**src/rtl/mem_req_arbiter_pkg.sv**
```systemverilog
// Shared constants for the memory request arbiter: FSM encoding, size/owner codes,
// kseg segment selectors and the latched bus request record.
package mem_req_arbiter_pkg;

  localparam logic [1:0] ST_IDLE = 2'd0;
  localparam logic [1:0] ST_REQ  = 2'd1;
  localparam logic [1:0] ST_WAIT = 2'd2;

  localparam logic [1:0] SIZE_BYTE = 2'd0;
  localparam logic [1:0] SIZE_HALF = 2'd1;
  localparam logic [1:0] SIZE_WORD = 2'd2;

  localparam logic OWN_INST = 1'b0;
  localparam logic OWN_DATA = 1'b1;

  localparam logic [3:0] SEG_KSEG0_LO = 4'h8;
  localparam logic [3:0] SEG_KSEG0_HI = 4'h9;
  localparam logic [3:0] SEG_KSEG1_LO = 4'hA;
  localparam logic [3:0] SEG_KSEG1_HI = 4'hB;

  typedef struct packed {
    logic        owner;
    logic        wr;
    logic [1:0]  size;
    logic [3:0]  wstrb;
    logic [31:0] addr;
    logic [31:0] wdata;
    logic        uncache;
  } bus_cmd_t;

endpackage

```
**src/rtl/mem_req_arbiter_addr_xlate.sv**
```systemverilog
// Fixed kseg virtual-to-physical mapping; kseg1 is flagged uncached.
module addr_xlate
  import mem_req_arbiter_pkg::*;
(
  input  logic [31:0] va,
  output logic [31:0] pa,
  output logic        uncache
);

  always_comb begin
    pa      = va;
    uncache = 1'b0;
    case (va[31:28])
      SEG_KSEG1_LO, SEG_KSEG1_HI: begin
        pa      = {3'b000, va[28:0]};
        uncache = 1'b1;
      end
      SEG_KSEG0_LO, SEG_KSEG0_HI: pa = {1'b0, va[30:0]};
      default: ;
    endcase
  end

endmodule

```
**src/rtl/mem_req_arbiter.sv**
```systemverilog
// Single-outstanding arbiter sharing the memory bus between fetch and data ports.
// Data has priority; a saturating counter forces a fetch grant after STARVE_MAX data wins.
module mem_req_arbiter
  import mem_req_arbiter_pkg::*;
#(
  parameter int STARVE_MAX = 4
) (
  input  logic        clk,
  input  logic        reset,
  input  logic        inst_req,
  input  logic [31:0] inst_addr,
  output logic        inst_addr_ok,
  output logic        inst_data_ok,
  output logic [31:0] inst_rdata,
  input  logic        data_req,
  input  logic        data_wr,
  input  logic [1:0]  data_size,
  input  logic [3:0]  data_wstrb,
  input  logic [31:0] data_addr,
  input  logic [31:0] data_wdata,
  output logic        data_addr_ok,
  output logic        data_data_ok,
  output logic [31:0] data_rdata,
  output logic        bus_req,
  output logic        bus_wr,
  output logic [1:0]  bus_size,
  output logic [3:0]  bus_wstrb,
  output logic [31:0] bus_addr,
  output logic [31:0] bus_wdata,
  output logic        bus_uncache,
  input  logic        bus_addr_ok,
  input  logic        bus_data_ok,
  input  logic [31:0] bus_rdata
);

  localparam int CNT_W = $clog2(STARVE_MAX + 1);
  localparam logic [CNT_W-1:0] CNT_MAX = CNT_W'(STARVE_MAX);

  logic [1:0]       state_q, state_d;
  logic [CNT_W-1:0] starve_cnt_q, starve_cnt_d;
  bus_cmd_t         cmd_q, cmd_d;

  logic        grant_inst;
  logic [31:0] va_mux, pa_mux;
  logic        unc_mux;

  assign grant_inst = inst_req && (!data_req || (starve_cnt_q == CNT_MAX));
  assign va_mux     = grant_inst ? inst_addr : data_addr;

  addr_xlate u_xlate (
    .va      (va_mux),
    .pa      (pa_mux),
    .uncache (unc_mux)
  );

  always_comb begin
    state_d      = state_q;
    starve_cnt_d = starve_cnt_q;
    cmd_d        = cmd_q;
    case (state_q)
      ST_IDLE: begin
        if (inst_req || data_req) begin
          cmd_d.owner   = grant_inst ? OWN_INST : OWN_DATA;
          cmd_d.wr      = grant_inst ? 1'b0 : data_wr;
          cmd_d.size    = grant_inst ? SIZE_WORD : data_size;
          cmd_d.wstrb   = grant_inst ? 4'b0000 : data_wstrb;
          cmd_d.addr    = pa_mux;
          cmd_d.wdata   = grant_inst ? 32'h0 : data_wdata;
          cmd_d.uncache = unc_mux;
          state_d       = ST_REQ;
          if (grant_inst)
            starve_cnt_d = '0;
          else if (inst_req && (starve_cnt_q != CNT_MAX))
            starve_cnt_d = starve_cnt_q + CNT_W'(1);
        end
      end
      ST_REQ:  if (bus_addr_ok) state_d = ST_WAIT;
      ST_WAIT: if (bus_data_ok) state_d = ST_IDLE;
      default: state_d = ST_IDLE;
    endcase
  end

  always_ff @(posedge clk or posedge reset) begin
    if (reset) begin
      state_q      <= ST_IDLE;
      starve_cnt_q <= '0;
      cmd_q        <= '0;
    end else begin
      state_q      <= state_d;
      starve_cnt_q <= starve_cnt_d;
      cmd_q        <= cmd_d;
    end
  end

  assign bus_req     = (state_q == ST_REQ);
  assign bus_wr      = cmd_q.wr;
  assign bus_size    = cmd_q.size;
  assign bus_wstrb   = cmd_q.wstrb;
  assign bus_addr    = cmd_q.addr;
  assign bus_wdata   = cmd_q.wdata;
  assign bus_uncache = cmd_q.uncache;

  // Handshake pulses are combinational so the requester sees acceptance in the bus cycle itself.
  assign inst_addr_ok = bus_req && bus_addr_ok && (cmd_q.owner == OWN_INST);
  assign data_addr_ok = bus_req && bus_addr_ok && (cmd_q.owner == OWN_DATA);
  assign inst_data_ok = (state_q == ST_WAIT) && bus_data_ok && (cmd_q.owner == OWN_INST);
  assign data_data_ok = (state_q == ST_WAIT) && bus_data_ok && (cmd_q.owner == OWN_DATA);
  assign inst_rdata   = bus_rdata;
  assign data_rdata   = bus_rdata;

endmodule

```
**config.mk**
```make
export PLATFORM = sky130hd
export DESIGN_NAME = mem_req_arbiter
export DESIGN_NICKNAME = d
export VERILOG_FILES = /design/src/rtl/mem_req_arbiter_pkg.sv /design/src/rtl/mem_req_arbiter_addr_xlate.sv /design/src/rtl/mem_req_arbiter.sv
export SDC_FILE = /design/constraint.sdc
export NUM_CORES = 1
export LEC_CHECK = 0
export ABC_AREA = 0
export BUFFER_PORTS_ARGS = -buffer_cell sky130_fd_sc_hd__buf_2
export CELL_PAD_IN_SITES_DETAIL_PLACEMENT = 1
export CELL_PAD_IN_SITES_GLOBAL_PLACEMENT = 1
export CORE_MARGIN = 2
export CORE_UTILIZATION = 36
export DETAILED_ROUTE_END_ITERATION = 10
export PLACE_DENSITY = 0.93
export SKIP_LAST_GASP = 1
export SLEW_MARGIN = 20
export SYNTH_ARGS = -nofsm -noshare
export SYNTH_HDL_FRONTEND = slang
export SYNTH_SLANG_ARGS = --single-unit
```
**constraint.sdc**
```tcl
create_clock -name clk -period 6.06 [get_ports clk]
set_clock_uncertainty 0.2 [all_clocks]
set_input_delay 0 -clock clk [delete_from_list [all_inputs] [get_ports clk]]
set_output_delay 0 -clock clk [all_outputs]
set_load 0.01 [all_outputs]
```
==> qor.csv, run 1 <==
metric,value,unit
Post-synth ARST share,100.0,%
Starting Density,36.38,%
Syn. warnings,0,
register area share after synthesis,37.34,%
Syn Inst Count,507,
Log Error,[ERROR RSZ-0060] Max buffer count reached.,
top-level I/O count,282,
commonest register cell after synthesis,dfrtp_1,
halt point of the flow,4_1_cts,
"Distinct cells, synth",38,
Post-CTS Setup Bufs,0,
hpwl dp,9885,µm
Syn Area/Cell,10.31,µm²
maximum clock path buffer count,2,
"Cell Area, Synth",5228,µm²
H-tree depth,3,
Seq cells post-synth,78,
post-CTS sizing,0,
Die W,124.5,µm
Synthesized Nets,650,
Post-synth EDFFs,0,
# hold bufs at CTS,144,
clk sinks,78,
CTS buffer count,9,
clk root buf,clkbuf_16,
IO Port Bufs,185,
cell row count,44,
Die Span Y,124.5,µm
status,stopped before the end,
gpl congestion,0.7644,
## cell usage after synthesis, types with 5 or more instances
cell type  instances  share of area (%)
buf_4            137                 20
dfrtp_1           78                 37
nand3_1           69                6.6
o2bb2ai_2         38                 11
inv_1             37                2.7
nand4_1           32                3.8
o221ai_2          31                8.9
clkbuf_1          18                1.3
buf_6             10                2.2
buf_2              8               0.77
a21oi_1            6               0.57
nand2_1            6               0.43
buf_1              5               0.36
## logic make-up after synthesis
logic type / after synthesis / share of synthesized area [%]
AO/OA/AOI/OAI: 89 / 22.38
AND/OR/NAND/NOR: 123 / 12.90
adder cells (fa/ha/maj): 2 / 0.4786
buffers and inverters: 215 / 26.90
flip-flops: 78 / 37.34
## stage by stage
step                      instances  util, %  hold slack, ns  cell area, µm²  setup WS (ns)
after floorplan                 507        -         -0.1094            5228          3.865
after global placement          703    35.92         -0.1999            5161          3.149
after detailed placement        703    35.95         -0.1999            5166          3.064
==> inputs of run 2 (changes only) <==
--- a/config.mk
+++ b/config.mk
@@ -7,12 +7,10 @@
 export LEC_CHECK = 0
 export ABC_AREA = 0
 export BUFFER_PORTS_ARGS = -buffer_cell sky130_fd_sc_hd__buf_2
-export CELL_PAD_IN_SITES_DETAIL_PLACEMENT = 1
-export CELL_PAD_IN_SITES_GLOBAL_PLACEMENT = 1
 export CORE_MARGIN = 2
-export CORE_UTILIZATION = 36
+export CORE_UTILIZATION = 35
 export DETAILED_ROUTE_END_ITERATION = 10
-export PLACE_DENSITY = 0.93
+export PLACE_DENSITY_LB_ADDON = 0.15
 export SKIP_LAST_GASP = 1
 export SLEW_MARGIN = 20
 export SYNTH_ARGS = -nofsm -noshare
==> run 2 against run 1 <==
  * Synthesized cell count unchanged
  * Synthesized area unchanged
  * The run now ends clean
==> qor.csv, run 2 <==
metric,value,unit,change
Seq cells post-synth,78,,unchanged
Antenna Nets Post-Route,0,,
CTS buffer count,9,,unchanged
share of cells above drive strength 1,41.70,%,
"Setup violations, final",0,,
commonest register cell after synthesis,dfrtp_1,,
total power,3.222,mW,
number of global-route vias before repair,4391,,
IO Port Bufs,185,,unchanged
Critical-path top delay cell,and2_2,,
Worst path max stage delay,0.99,ns,
DIE AREA,15930,µm²,
Worst-Margin Slew,1.086,ns,
overall global routing resource usage,17.31,%,
Post-synth EDFFs,0,,unchanged
Syn Inst Count,507,,unchanged
CP Max Fanout,52,,
ranking of synthesized cells by area,"dfrtp_1, buf_4, o2bb2ai_2",,
Final Slew Violations,0,,
maximum clock path buffer count,2,,unchanged
worst setup path class,primary input to register,,
Die W,126.2,µm,+1.4%
1st-iter DRT viols,178,,
clk root buf,clkbuf_16,,
top-level I/O count,282,,unchanged
# hold bufs at CTS,144,,unchanged
critical path data arrival time,3.53,ns,
CP cell instances,"buf_2, or2_2, buf_4, and2_2, o221ai_2, dlygate4sd3_1",,
"non-filler cells, final",865,,
via-per-instance ratio,4.938,,
Core Area,14590,µm²,
average wire per cell in the routed design,16.40,µm,
R2R Path Start,state_q[0],,
max_cap viols,0,,
CP top delay family,buffers and inverters,,
Peak VDD IR,0.2705,mV,
Hold Startpoint,inst_req,,
power per standard cell area,460.7,nW/µm²,
hpwl dp,8119,µm,-18%
Die Span Y,126.2,µm,+1.4%
nets,819,,
Critical Path Source Type,primary input,,
Critical path origin,inst_req,,
CP required,6.08,ns,
biggest area consumer among synthesized cells,dfrtp_1,,
"commonest non-fill, non-tap cells in the layout","buf_2, dlygate4sd3_1, dfrtp_1, nand3_1, o2bb2ai_2",,
min cycle time layout,3.509,ns,
vias,4271,,
pre-CTS WS,2.705,ns,-0.3592 ns
worst skew pair latency,0.34,ns,
DRC,0,,
Setup TNS,0,ns,
total grt overflow,0,,
Starting Density,35.83,%,-0.55 points
"Reg clk slew, reported paths",0.06,ns,
worst hold path type,primary input to register,,
most numerous cell in the Yosys netlist,buf_4,,
dpl cells,705,,+0.28%
"Distinct cells, synth",38,,unchanged
fin util,47.93,%,
pin count of the biggest net entering global routing,79,,
Yosys top cell area share,37.34,%,unchanged
RSZ-0062 raised after global routing,no,,
status,"complete, no violations",,
# diodes,0,,
Fin. Hold Viols,0,,
final worst path period share,57.90,%,
H-tree depth,3,,unchanged
Slew HR,27.62,%,
"most common cell after layout, fill and taps aside",buf_2,,
post-CTS sizing,0,,unchanged
Post-CTS Setup Bufs,0,,unchanged
gpl congestion,0.7244,,-5.2%
CTS tree,built,,
Syn Area/Cell,10.31,µm²,unchanged
initial antenna violation count,0,,
Leak,3.179,nW,
Initial DRT Pass Iterations,5,,
register area share after synthesis,37.34,%,unchanged
first-pass GRT wire length,22300,µm,
CP bufs+invs,3,,
crit end category,register,,
clk sinks,78,,unchanged
"Cell Area, Synth",5228,µm²,unchanged
Post-synth ARST share,100.0,%,unchanged
DRT Wirelength,14190,µm,
Layout area overhead,33.77,%,
top post-synthesis cells by count,"buf_4, dfrtp_1, nand3_1",,
Syn. warnings,0,,unchanged
Synthesized Nets,650,,unchanged
achievable frequency,285.0,MHz,
PnR worst setup slack,2.551,ns,
cell row count,44,,unchanged
run 2: final cells by class:
class	count	area, µm²
clock buffers	10	239.0
clock inverters	6	132.6
fillers	1368	7596
inverters	37	140.1
multi-input cells	214	1876
flip-flops and latches	78	1952
well taps	184	230.2
repair buffers	336	2424
run 2: worst register-to-register path, stage by stage (launching register included):
cell and delay, ns:
dfrtp_1 0.44, nor2_4 0.13, buf_4 0.51, and2_2 1.04
o221ai_2 0.17, dlygate4sd3_1 0.60
run 2: final timing paths:
check / end / slack [ns] / depth (start not counted)
setup / recovery: bus_addr[15] / 2.55 / 6
hold / removal: bus_size[1] / 0.18 / 3
setup reg to reg: bus_addr[15] / 2.84 / 5
hold reg to reg: bus_wstrb[1] / 0.29 / 1
max in group asynchronous: bus_addr[13] / 4.93 / 4
min in group asynchronous: bus_wdata[14] / 0.21 / 4
run 2: where the power goes:
part	total, mW	switching, mW	internal, mW
clock	0.682	0.227	0.455
combinational	1.61	0.811	0.797
sequential	0.932	0.169	0.763
run 2: cell families (layout without fill, tap and decap cells):
group                      after synthesis  count (layout)  synth area share (%)
DFF                                     78              78                 37.34
buffers and inverters                  215             389                 26.90
and+or+nand+nor                        123             123                 12.90
AOI/OAI and AO/OA                       89              89                 22.38
adders and majority gates                2               2                0.4786
run 2: layer usage:
| metal | track usage (%) | vias up | part of all wire (%) |
|---|---|---|---|
| met5 | 0 | - | 0 |
| met4 | 5.495 | 0 | 1.2 |
| met3 | 3.908 | 12 | 6.4 |
| met2 | 27.80 | 190 | 47 |
| met1 | 23.25 | 2065 | 45 |
| li1 | - | 2004 | - |
run 2: through the flow:
step                      instance area [µm²]  hold WS (ns)
after floorplan                          5228       -0.1094
after global placement                   5176       -0.1999
after detailed placement                 5176       -0.1999
after CTS                                6989        0.1617
after global routing                     6993        0.2230
final                                    6993        0.1773
Note: power is estimated with default switching activity, not from simulation.
==> inputs of run 3 (changes only) <==
==> constraint.sdc (replaced) <==
create_clock -name clk -period 3.56 [get_ports clk]
set_clock_uncertainty 0.2 [all_clocks]
set_input_delay 0 -clock clk [delete_from_list [all_inputs] [get_ports clk]]
set_output_delay 0 -clock clk [all_outputs]
set_load 0.01 [all_outputs]
==> run 3 against run 2 <==
  * Sequential cell count stayed put
  * Die area stayed put
  * Clock-buffer cell count is 4 higher
  * Power is 63% higher
  * Design area is 0.50% lower
  * Register-to-register slack worse by 2.5 ns
  * Utilization is 0.24 points lower
  * Via count is 1.8% higher
  * Cell count is 0.35% higher
  * Non-clock buffer count is 4 higher
  * Routed wire length is 0.97% higher
==> qor.csv, run 3 (same netlist as run 2, synthesis figures left out) <==
metric,value,unit,change
IO Port Bufs,185,,unchanged
fin util,47.69,%,-0.24 points
final worst path period share,89.65,%,
critical path data arrival time,3.27,ns,-0.26 ns
Setup TNS,0,ns,unchanged
worst setup path class,register to register,,
grt met1 use,22.30,%,-0.95 points
M3 GR Usage,4.928,%,+1.0 points
1st-iter DRT viols,130,,-27%
share of cells above drive strength 1,41.52,%,-0.18 points
Worst path max stage delay,0.60,ns,-0.39 ns
Antenna Nets Post-Route,0,,unchanged
top-level I/O count,282,,unchanged
H-tree depth,3,,unchanged
worst hold path type,primary input to asynchronous set/reset pin,,
power per standard cell area,754.8,nW/µm²,+64%
Critical-path top delay cell,dlygate4sd3_1,,
max_cap viols,0,,unchanged
Final Slew Violations,0,,unchanged
PnR worst setup slack,0.3683,ns,-2.183 ns
Peak VDD IR,0.3090,mV,+14%
fillers,1361,,-0.51%
Die Span Y,126.2,µm,unchanged
total grt overflow,0,,unchanged
power share of the combinational group,53.3,%,+3.4 points
"Reg clk slew, reported paths",0.06,ns,about the same
Reg area,1952,µm²,unchanged
"commonest non-fill, non-tap cells in the layout","buf_2, dlygate4sd3_1, dfrtp_1, nand3_1, o2bb2ai_2",,
clock power share,16.5,%,-4.7 points
Worst-Margin Slew,0.7377,ns,-0.3479 ns
CP Max Fanout,59,,+13%
switching share of power,39.10,%,+1.7 points
pin count of the biggest net entering global routing,60,,-24%
via-per-instance ratio,5.007,,+1.4%
Post-CTS Setup Bufs,0,,unchanged
Worst Hold Slack,0.05592,ns,-0.1214 ns
DRC,0,,unchanged
CP cell instances,"nor2_4, buf_6, nand4_1, dlygate4sd3_1, o221ai_2, dlygate4sd3_1",,
GR Util met2,29.38,%,+1.6 points
Die W,126.2,µm,unchanged
status,"complete, no violations",,
Slew HR,50.82,%,+23 points
pre-CTS WS,1.122,ns,-1.583 ns
crit end category,register,,
Critical Path Source Type,register,,
sequential share of power,30.3,%,+1.4 points
# diodes,0,,unchanged
cell row count,44,,unchanged
R2R Path Start,state_q[0],,
sw power,2.053,mW,+70%
Initial DRT Pass Iterations,4,,-1
reg2reg setup slack,0.37,ns,-2.47 ns
gpl congestion,0.7263,,+0.26%
DRT Wirelength,14330,µm,+0.97%
RSZ-0062 raised after global routing,no,,
achievable frequency,313.3,MHz,
clk root buf,clkbuf_16,,
CP required,3.64,ns,-2.44 ns
Worst R2R Path Depth,6,,+1
worst skew pair latency,0.34,ns,about the same
"most common cell after layout, fill and taps aside",buf_2,,
dpl cells,708,,+0.43%
Layout area overhead,33.10,%,
FF-to-FF End,bus_uncache,,
CTS tree,built,,
DIE AREA,15930,µm²,unchanged
hpwl dp,8595,µm,+5.9%
overall global routing resource usage,17.81,%,+0.50 points
first-pass GRT wire length,22870,µm,+2.6%
"non-filler cells, final",868,,+0.35%
average wire per cell in the routed design,16.51,µm,+0.62%
Core Area,14590,µm²,unchanged
Starting Density,35.83,%,unchanged
vias,4346,,+1.8%
initial antenna violation count,0,,unchanged
cell mode on critical path,dlygate4sd3_1,,
Power Internal,3.199,mW,+59%
clk sinks,78,,unchanged
nets,823,,+0.49%
Fin. Hold Viols,0,,unchanged
gr busiest metal,met2,,
CTS buffer count,9,,unchanged
min cycle time layout,3.192,ns,
Leak,3.165,nW,-0.42%
maximum clock path buffer count,2,,unchanged
Critical path origin,state_q[0],,
number of global-route vias before repair,4625,,+5.3%
area occupied by multi-input gates,1876,µm²,unchanged
"Setup violations, final",0,,unchanged
## run 3: changes by cell type in the layout (fill, tap and decap cells not counted), sizes merged
cell	delta
clkinvlp	-1
bufinv	-4
clkbuf	+4
buf	+4
## run 3: critical path: cells and delay by family, from the launching register on
| family | cells | cell delay (ns) |
|---|---|---|
| simple gates | 2 | 0.70 |
| compound gates | 1 | 0.14 |
| flops | 1 | 0.44 |
| buf+inv | 3 | 1.64 |
## run 3: worst max-delay path by stage
stage	endpoint	slack [ns]	cells past startpoint
global route	bus_uncache	0.16	6
detailed placement	bus_addr[0]	1.12	4
global placement	bus_addr[15]	1.21	4
CTS	bus_uncache	0.20	6
floorplan	bus_addr[0]	1.36	1
finish	bus_uncache	0.37	6
## run 3: power by group through the flow
stage | clock [mW] | sequential, mW | combinational [mW]
floorplan | 0 | 1.53 | 2.24
global placement | 0 | 1.59 | 2.30
detailed placement | 0 | 1.59 | 2.34
CTS | 0.907 | 1.59 | 2.80
global route | 0.935 | 1.64 | 3.06
finish | 0.866 | 1.59 | 2.80
## run 3: layout make-up
type / instances / area share, %
flip-flops and latches: 78 / 28.05
well taps: 184 / 3.309
clock buffers: 14 / 3.794
repair buffers: 340 / 35.80
inverters: 37 / 2.014
clock inverters: 1 / 0.07193
multi-input cells: 214 / 26.96
## run 3: per-stage QoR
stage	area, µm²	total power, mW
final	6958	5.252
after global routing	6958	5.635
after CTS	6934	5.294
after detailed placement	5224	3.929
after global placement	5224	3.882
after floorplan	5228	3.767
## run 3: per-layer routing
metal / part of all wire [%] / up-vias
met5: 0 / -
met4: 1.9 / 0
met3: 6.9 / 23
met2: 47 / 197
met1: 44 / 2116
li1: - / 2010
## run 3: timing repair
| item | in CTS | in global routing |
|---|---|---|
| hold buffers | 144 | 0 |
| gates resized for setup | 0 | 1 |
| hold endpoints to repair | 192 | 0 |
| endpoints found under the setup margin | 0 | 1 |
